File: config.mk
export PLATFORM = sky130hd
export DESIGN_NAME = onehot_sweep_decoder
export DESIGN_NICKNAME = d
export VERILOG_FILES = /design/src/rtl/onehot_sweep_decoder_pkg.sv /design/src/rtl/onehot_dec_n.sv /design/src/rtl/onehot_sweep_decoder.sv
export SDC_FILE = /design/constraint.sdc
export NUM_CORES = 1
export LEC_CHECK = 0
export ABC_AREA = 1
export CORE_AREA = 2 2 108 110
export DETAILED_ROUTE_END_ITERATION = 10
export DIE_AREA = 0 0 110 112
export DONT_BUFFER_PORTS = 1
export HOLD_SLACK_MARGIN = 0.1
export PLACE_DENSITY = 0.79
export SYNTH_ARGS = -nofsm -noshare
export SYNTH_HDL_FRONTEND = slang
export SYNTH_HIERARCHICAL = 1
export SYNTH_SLANG_ARGS = --single-unit
File: constraint.sdc
create_clock -name clk -period 2.7 [get_ports clk]
set_input_delay 0.54 -clock clk [delete_from_list [all_inputs] [get_ports clk]]
set_output_delay 0.54 -clock clk [all_outputs]
set_load 0.05 [all_outputs]
File: src/rtl/onehot_sweep_decoder_pkg.sv
// ============================================================================
// onehot_sweep_decoder_pkg : shared cache-index constants and controller states
// Revision: 1.0
// ============================================================================
`default_nettype none

package onehot_sweep_decoder_pkg;

    localparam int CACHE_IDX_W = 7;   // 128 cache lines
    localparam int WORD_SEL_W  = 3;

    typedef enum logic [1:0] {
        ST_IDLE  = 2'd0,
        ST_PEND  = 2'd1,
        ST_SWEEP = 2'd2
    } state_e;

endpackage

`default_nettype wire

File: src/rtl/onehot_dec_n.sv
// ============================================================================
// onehot_dec_n : combinational binary-to-one-hot converter, gated by en_i
// Revision: 1.0
// ============================================================================
`default_nettype none

module onehot_dec_n
    import onehot_sweep_decoder_pkg::*;
#(
    parameter int IDX_W = CACHE_IDX_W
) (
    input  logic [IDX_W-1:0]      idx_i,
    input  logic                  en_i,
    output logic [2**IDX_W-1:0]   onehot_o
);

    for (genvar i = 0; i < 2**IDX_W; i++) begin : g_bit
        assign onehot_o[i] = en_i && (idx_i == IDX_W'(i));
    end

endmodule

`default_nettype wire

File: src/rtl/onehot_sweep_decoder.sv
// ============================================================================
// onehot_sweep_decoder : registered one-hot line decoder with range sweep mode
// Revision: 1.0
// ============================================================================
`default_nettype none

module onehot_sweep_decoder
    import onehot_sweep_decoder_pkg::*;
#(
    parameter int IDX_W = CACHE_IDX_W
) (
    input  logic                  clk,
    input  logic                  rst,
    input  logic                  dec_en,
    input  logic [IDX_W-1:0]      id_in,
    input  logic                  sweep_start,
    input  logic [IDX_W-1:0]      sweep_first,
    input  logic [IDX_W-1:0]      sweep_last,
    output logic                  ready,
    output logic [2**IDX_W-1:0]   one_hot_out,
    output logic [IDX_W-1:0]      idx_out,
    output logic                  out_valid,
    output logic                  busy,
    output logic                  sweep_done
);

    localparam int OUT_W = 2**IDX_W;

    state_e             state_q, state_d;
    logic [IDX_W-1:0]   cur_q, cur_d;
    logic [IDX_W:0]     rem_q, rem_d;
    logic               vld_q, vld_d;
    logic [IDX_W-1:0]   idx_q, idx_d;
    logic               done_q, done_d;
    logic [OUT_W-1:0]   oh_q, oh_d;
    logic [IDX_W-1:0]   span;

    // span = N-1; modular subtraction handles wrapping ranges for free
    assign span = sweep_last - sweep_first;

    // rem_q counts sweep outputs still to be emitted after the current one
    always_comb begin
        state_d = state_q;
        cur_d   = cur_q;
        rem_d   = rem_q;
        vld_d   = 1'b0;
        idx_d   = '0;
        done_d  = 1'b0;
        case (state_q)
            ST_IDLE: begin
                if (dec_en && sweep_start) begin
                    vld_d   = 1'b1;
                    idx_d   = id_in;
                    cur_d   = sweep_first;
                    rem_d   = {1'b0, span} + (IDX_W+1)'(1);
                    state_d = ST_PEND;
                end else if (dec_en) begin
                    vld_d = 1'b1;
                    idx_d = id_in;
                end else if (sweep_start) begin
                    vld_d   = 1'b1;
                    idx_d   = sweep_first;
                    cur_d   = sweep_first + IDX_W'(1);
                    rem_d   = {1'b0, span};
                    done_d  = (span == '0);
                    state_d = ST_SWEEP;
                end
            end
            ST_PEND, ST_SWEEP: begin
                if (rem_q == '0) begin
                    state_d = ST_IDLE;
                end else begin
                    vld_d   = 1'b1;
                    idx_d   = cur_q;
                    cur_d   = cur_q + IDX_W'(1);
                    rem_d   = rem_q - (IDX_W+1)'(1);
                    done_d  = (rem_q == (IDX_W+1)'(1));
                    state_d = ST_SWEEP;
                end
            end
            default: state_d = ST_IDLE;
        endcase
    end

    onehot_dec_n #(
        .IDX_W    (IDX_W)
    ) u_dec (
        .idx_i    (idx_d),
        .en_i     (vld_d),
        .onehot_o (oh_d)
    );

    always_ff @(posedge clk) begin
        if (rst) begin
            state_q <= ST_IDLE;
            cur_q   <= '0;
            rem_q   <= '0;
            vld_q   <= 1'b0;
            idx_q   <= '0;
            done_q  <= 1'b0;
            oh_q    <= '0;
        end else begin
            state_q <= state_d;
            cur_q   <= cur_d;
            rem_q   <= rem_d;
            vld_q   <= vld_d;
            idx_q   <= idx_d;
            done_q  <= done_d;
            oh_q    <= oh_d;
        end
    end

    assign ready       = (state_q == ST_IDLE);
    assign busy        = (state_q != ST_IDLE);
    assign out_valid   = vld_q;
    assign idx_out     = idx_q;
    assign one_hot_out = oh_q;
    assign sweep_done  = done_q;

endmodule

`default_nettype wire
==> qor.csv <==
metric,value,unit
leak pwr,2.890,nW
CTS tree,built,
RR Startpoint,rem_q[0],
wire per inst,14.70,um
Num CTS Buffers,17,
port buffer count,0,
vias in the first global route,4863,
drc violations,0,
Hold Path Class,input port to flop,
Finished Core Util,65.82,%
hold path cells,1,
Die X-Extent,110,um
Vias,5458,
crit path DAT,2.82,ns
yosys warns,6,
Worst Tran Pin Value,0.5592,ns
crit path capture type,flop,
gr ovfl total,0,
vertical die dimension,112,um
detailed-route wire length,15960,um
clk_skew,0.01545,ns
Worst VDD drop,0.0005203,V
Hold EP,rem_q[7],
Crit Path Category,flop to flop,
Final setup viols,0,
critical-path cell list,inv_1 > ha_1 > nand2_1 > nor2_1 > nor2_2 > nand2_1 > inv_1 > nand2_1 > nand2_1 > inv_1 > nor2_4 > nand3_2 > nor2_1 > inv_1 > nor2_1,
P&R area growth vs syn,12.76,%
core area,0.01117,mm2
CP required,3.06,ns
RSZ-0062 raised after global routing,yes,
post-CTS setup buffer count,0,
via/cell ratio,5.026,
"delay-heaviest family, CP",simple AND/OR/NAND/NOR gates,
pwr dens,897.1,mW/mm2
Pwr Total,6.597,mW
Final Wtd Congestion,0.8988,
post-DP HPWL,10920,um
Final Cycle Share,91.16,%
clock sinks,154,
minimum clock period after layout,2.461,ns
worst stage delay on the critical path,0.38,ns
Max Root-Sink Buffers,2,
layout cells sized above 1,9.650,%
syn nets,975,
Antenna Cells,0,
Pre-antenna DRT Iters,5,
FMAX,406.3,MHz
r2r setup slk,0.24,ns
initial antenna violation count,0,
Final Net Count,971,
fin. max-slew vios,0,
first-pass GRT wire length,25040,um
total track usage,26.57,%
Max Cap Viol,0,
crit path max fanout,8,
fillers,926,
"Cell Area, Synth",0.006523,mm2
H-tree depth,4,
DIE AREA,0.01232,mm2
Worst Hold Launch,rst,
Initial Utilization,58.37,%
number of top-level pins,164,
Core Rows,39,
final hold viol count,0,
clock root buffer,clkbuf_16,
post-synthesis register bit count,154,
Slew headroom,62.67,%
"Clk pin slew, worst setup/hold paths",0.07,ns
CP max-delay cell,dfxtp_1,
sequential area share after synthesis,47.27,%
Synth cell types,34,
Final ANT Viol Nets,0,
Gate Count Post-Synth,934,
syn avg cell area,6.983,um2
status,finished clean,
DRT iter0 DRCs,494,
Startpoint Class,flop,
worst-skew pair later-pin latency,0.43,ns
r2r endpoint,one_hot_out[81],
CP Buf/Inv Count,4,
largest net degree at the start of global routing,147,
Hold WS,0.1850,ns
Reg2Reg Depth,15,
[report_power, final]
part | total, mW | internal (mW) | leakage [nW] | switching [mW]
Sequential | 2.68 | 2.40 | 1.25 | 0.277
Combinational | 1.55 | 0.444 | 1.36 | 1.11
Clock | 2.37 | 1.32 | 0.289 | 1.04
[worst reg2reg max path: cells and delay by family (launching register included)]
kind | cells | cell delay (ns)
AND/OR/NAND/NOR | 10 | 1.36
buffers and inverters | 4 | 0.44
flip-flops | 1 | 0.38
adder cells (fa/ha/maj) | 1 | 0.20
[repair_timing]
| item | CTS | global route |
|---|---|---|
| endpoints found under the setup margin | 0 | 112 |
| hold buffers | 0 | 0 |
| gates resized for setup | 0 | 27 |
[cells in the final DEF, fill, tap and decap left out, types with 3 or more instances in the layout]
| master | Yosys | routed |
|---|---|---|
| a21oi_1 | 31 | 31 |
| a21oi_2 | 4 | 4 |
| a31oi_1 | 5 | 5 |
| buf_4 | 1 | 9 |
| clkbuf_16 | 0 | 17 |
| clkinv_8 | 0 | 3 |
| dfxtp_1 | 154 | 154 |
| ha_1 | 15 | 15 |
| inv_1 | 179 | 178 |
| inv_6 | 2 | 6 |
| inv_8 | 0 | 3 |
| nand2_1 | 114 | 114 |
| nand3_1 | 45 | 23 |
| nand3_2 | 0 | 21 |
| nand4_1 | 6 | 6 |
| nor2_1 | 283 | 282 |
| nor2_2 | 9 | 7 |
| nor2_4 | 4 | 7 |
| o21ai_0 | 30 | 30 |
| xor2_1 | 4 | 4 |
[kinds of logic (layout without fill, tap and decap cells)]
group,Yosys count,after routing,synth area share (%)
flip-flops,154,154,47.27
buffers and inverters,213,222,12.95
AND/OR/NAND/NOR,472,472,29.70
adder cells (fa/ha/maj),16,16,3.184
AO/OA/AOI/OAI,75,75,6.369
XOR/XNOR,4,4,0.5371
[cells in the mapped netlist, drive strengths merged]
cell type | instances | area (um2)
a211oi | 1 | 12.51
o31ai | 1 | 7.510
or2 | 2 | 12.51
a21oi | 35 | 190.2
fa | 1 | 20.02
o21ai | 30 | 150.1
nand3 | 45 | 225.2
inv | 181 | 689.4
clkbuf | 18 | 67.56
nand2 | 116 | 445.4
buf | 14 | 87.58
nor2 | 296 | 1164
xor2 | 4 | 35.03
nand3b | 2 | 15.01
dfxtp | 154 | 3083
ha | 15 | 187.7
o211ai | 1 | 7.510
nand4 | 6 | 37.54
nor3 | 4 | 30.03
o21a | 1 | 7.510
a221oi | 1 | 8.760
nor3b | 1 | 7.510
a31oi | 5 | 31.28
[state kept, by name, indices dropped and copies added, names as in the netlist]
| signal | count |
|---|---|
| cur_q | 7 |
| idx_out | 7 |
| one_hot_out | 128 |
| out_valid | 1 |
| rem_q | 8 |
| state_q | 2 |
| sweep_done | 1 |
[metal layers]
metal | wire (um) | up-vias | global-route usage, %
li1 | - | 2774 | -
met1 | 6817 | 2425 | 34.36
met2 | 7196 | 229 | 40.00
met3 | 1563 | 30 | 9.836
met4 | 382 | 0 | 10.38
met5 | 0 | - | 0
[through the flow]
step	cell area (um2)	TNS, ns	worst slack (ns)	cells
2_1_floorplan	6525	0	0.08318	934
3_3_place_gp	6616	0	0.2789	1054
3_5_place_dp	6616	0	0.1884	1054
4_1_cts	7222	0	0.1452	1086
5_1_grt	7355	-0.5352	-0.06167	1086
6_report	7355	0	0.2386	1086
[final cells by class]
type | instances | area [um2] | share of cell area (%)
Clock buffer | 17 | 425.4 | 5.784
Clock inverter | 15 | 180.2 | 2.450
Inverter | 181 | 689.4 | 9.374
Multi-Input combinational cell | 567 | 2730 | 37.12
Sequential cell | 154 | 3083 | 41.92
Tap cell | 143 | 178.9 | 2.433
Timing Repair Buffer | 9 | 67.56 | 0.9187
[how the worst max path moves through the flow]
stage / cells past startpoint / startpoint / endpoint
floorplan: 12 / state_q[1] / one_hot_out[51]
global placement: 12 / sweep_start / one_hot_out[43]
detailed placement: 14 / state_q[0] / one_hot_out[117]
CTS: 13 / state_q[0] / one_hot_out[8]
global route: 15 / rem_q[0] / one_hot_out[81]
finish: 15 / rem_q[0] / one_hot_out[81]
No activity file was read; power rests on OpenSTA's default activity.
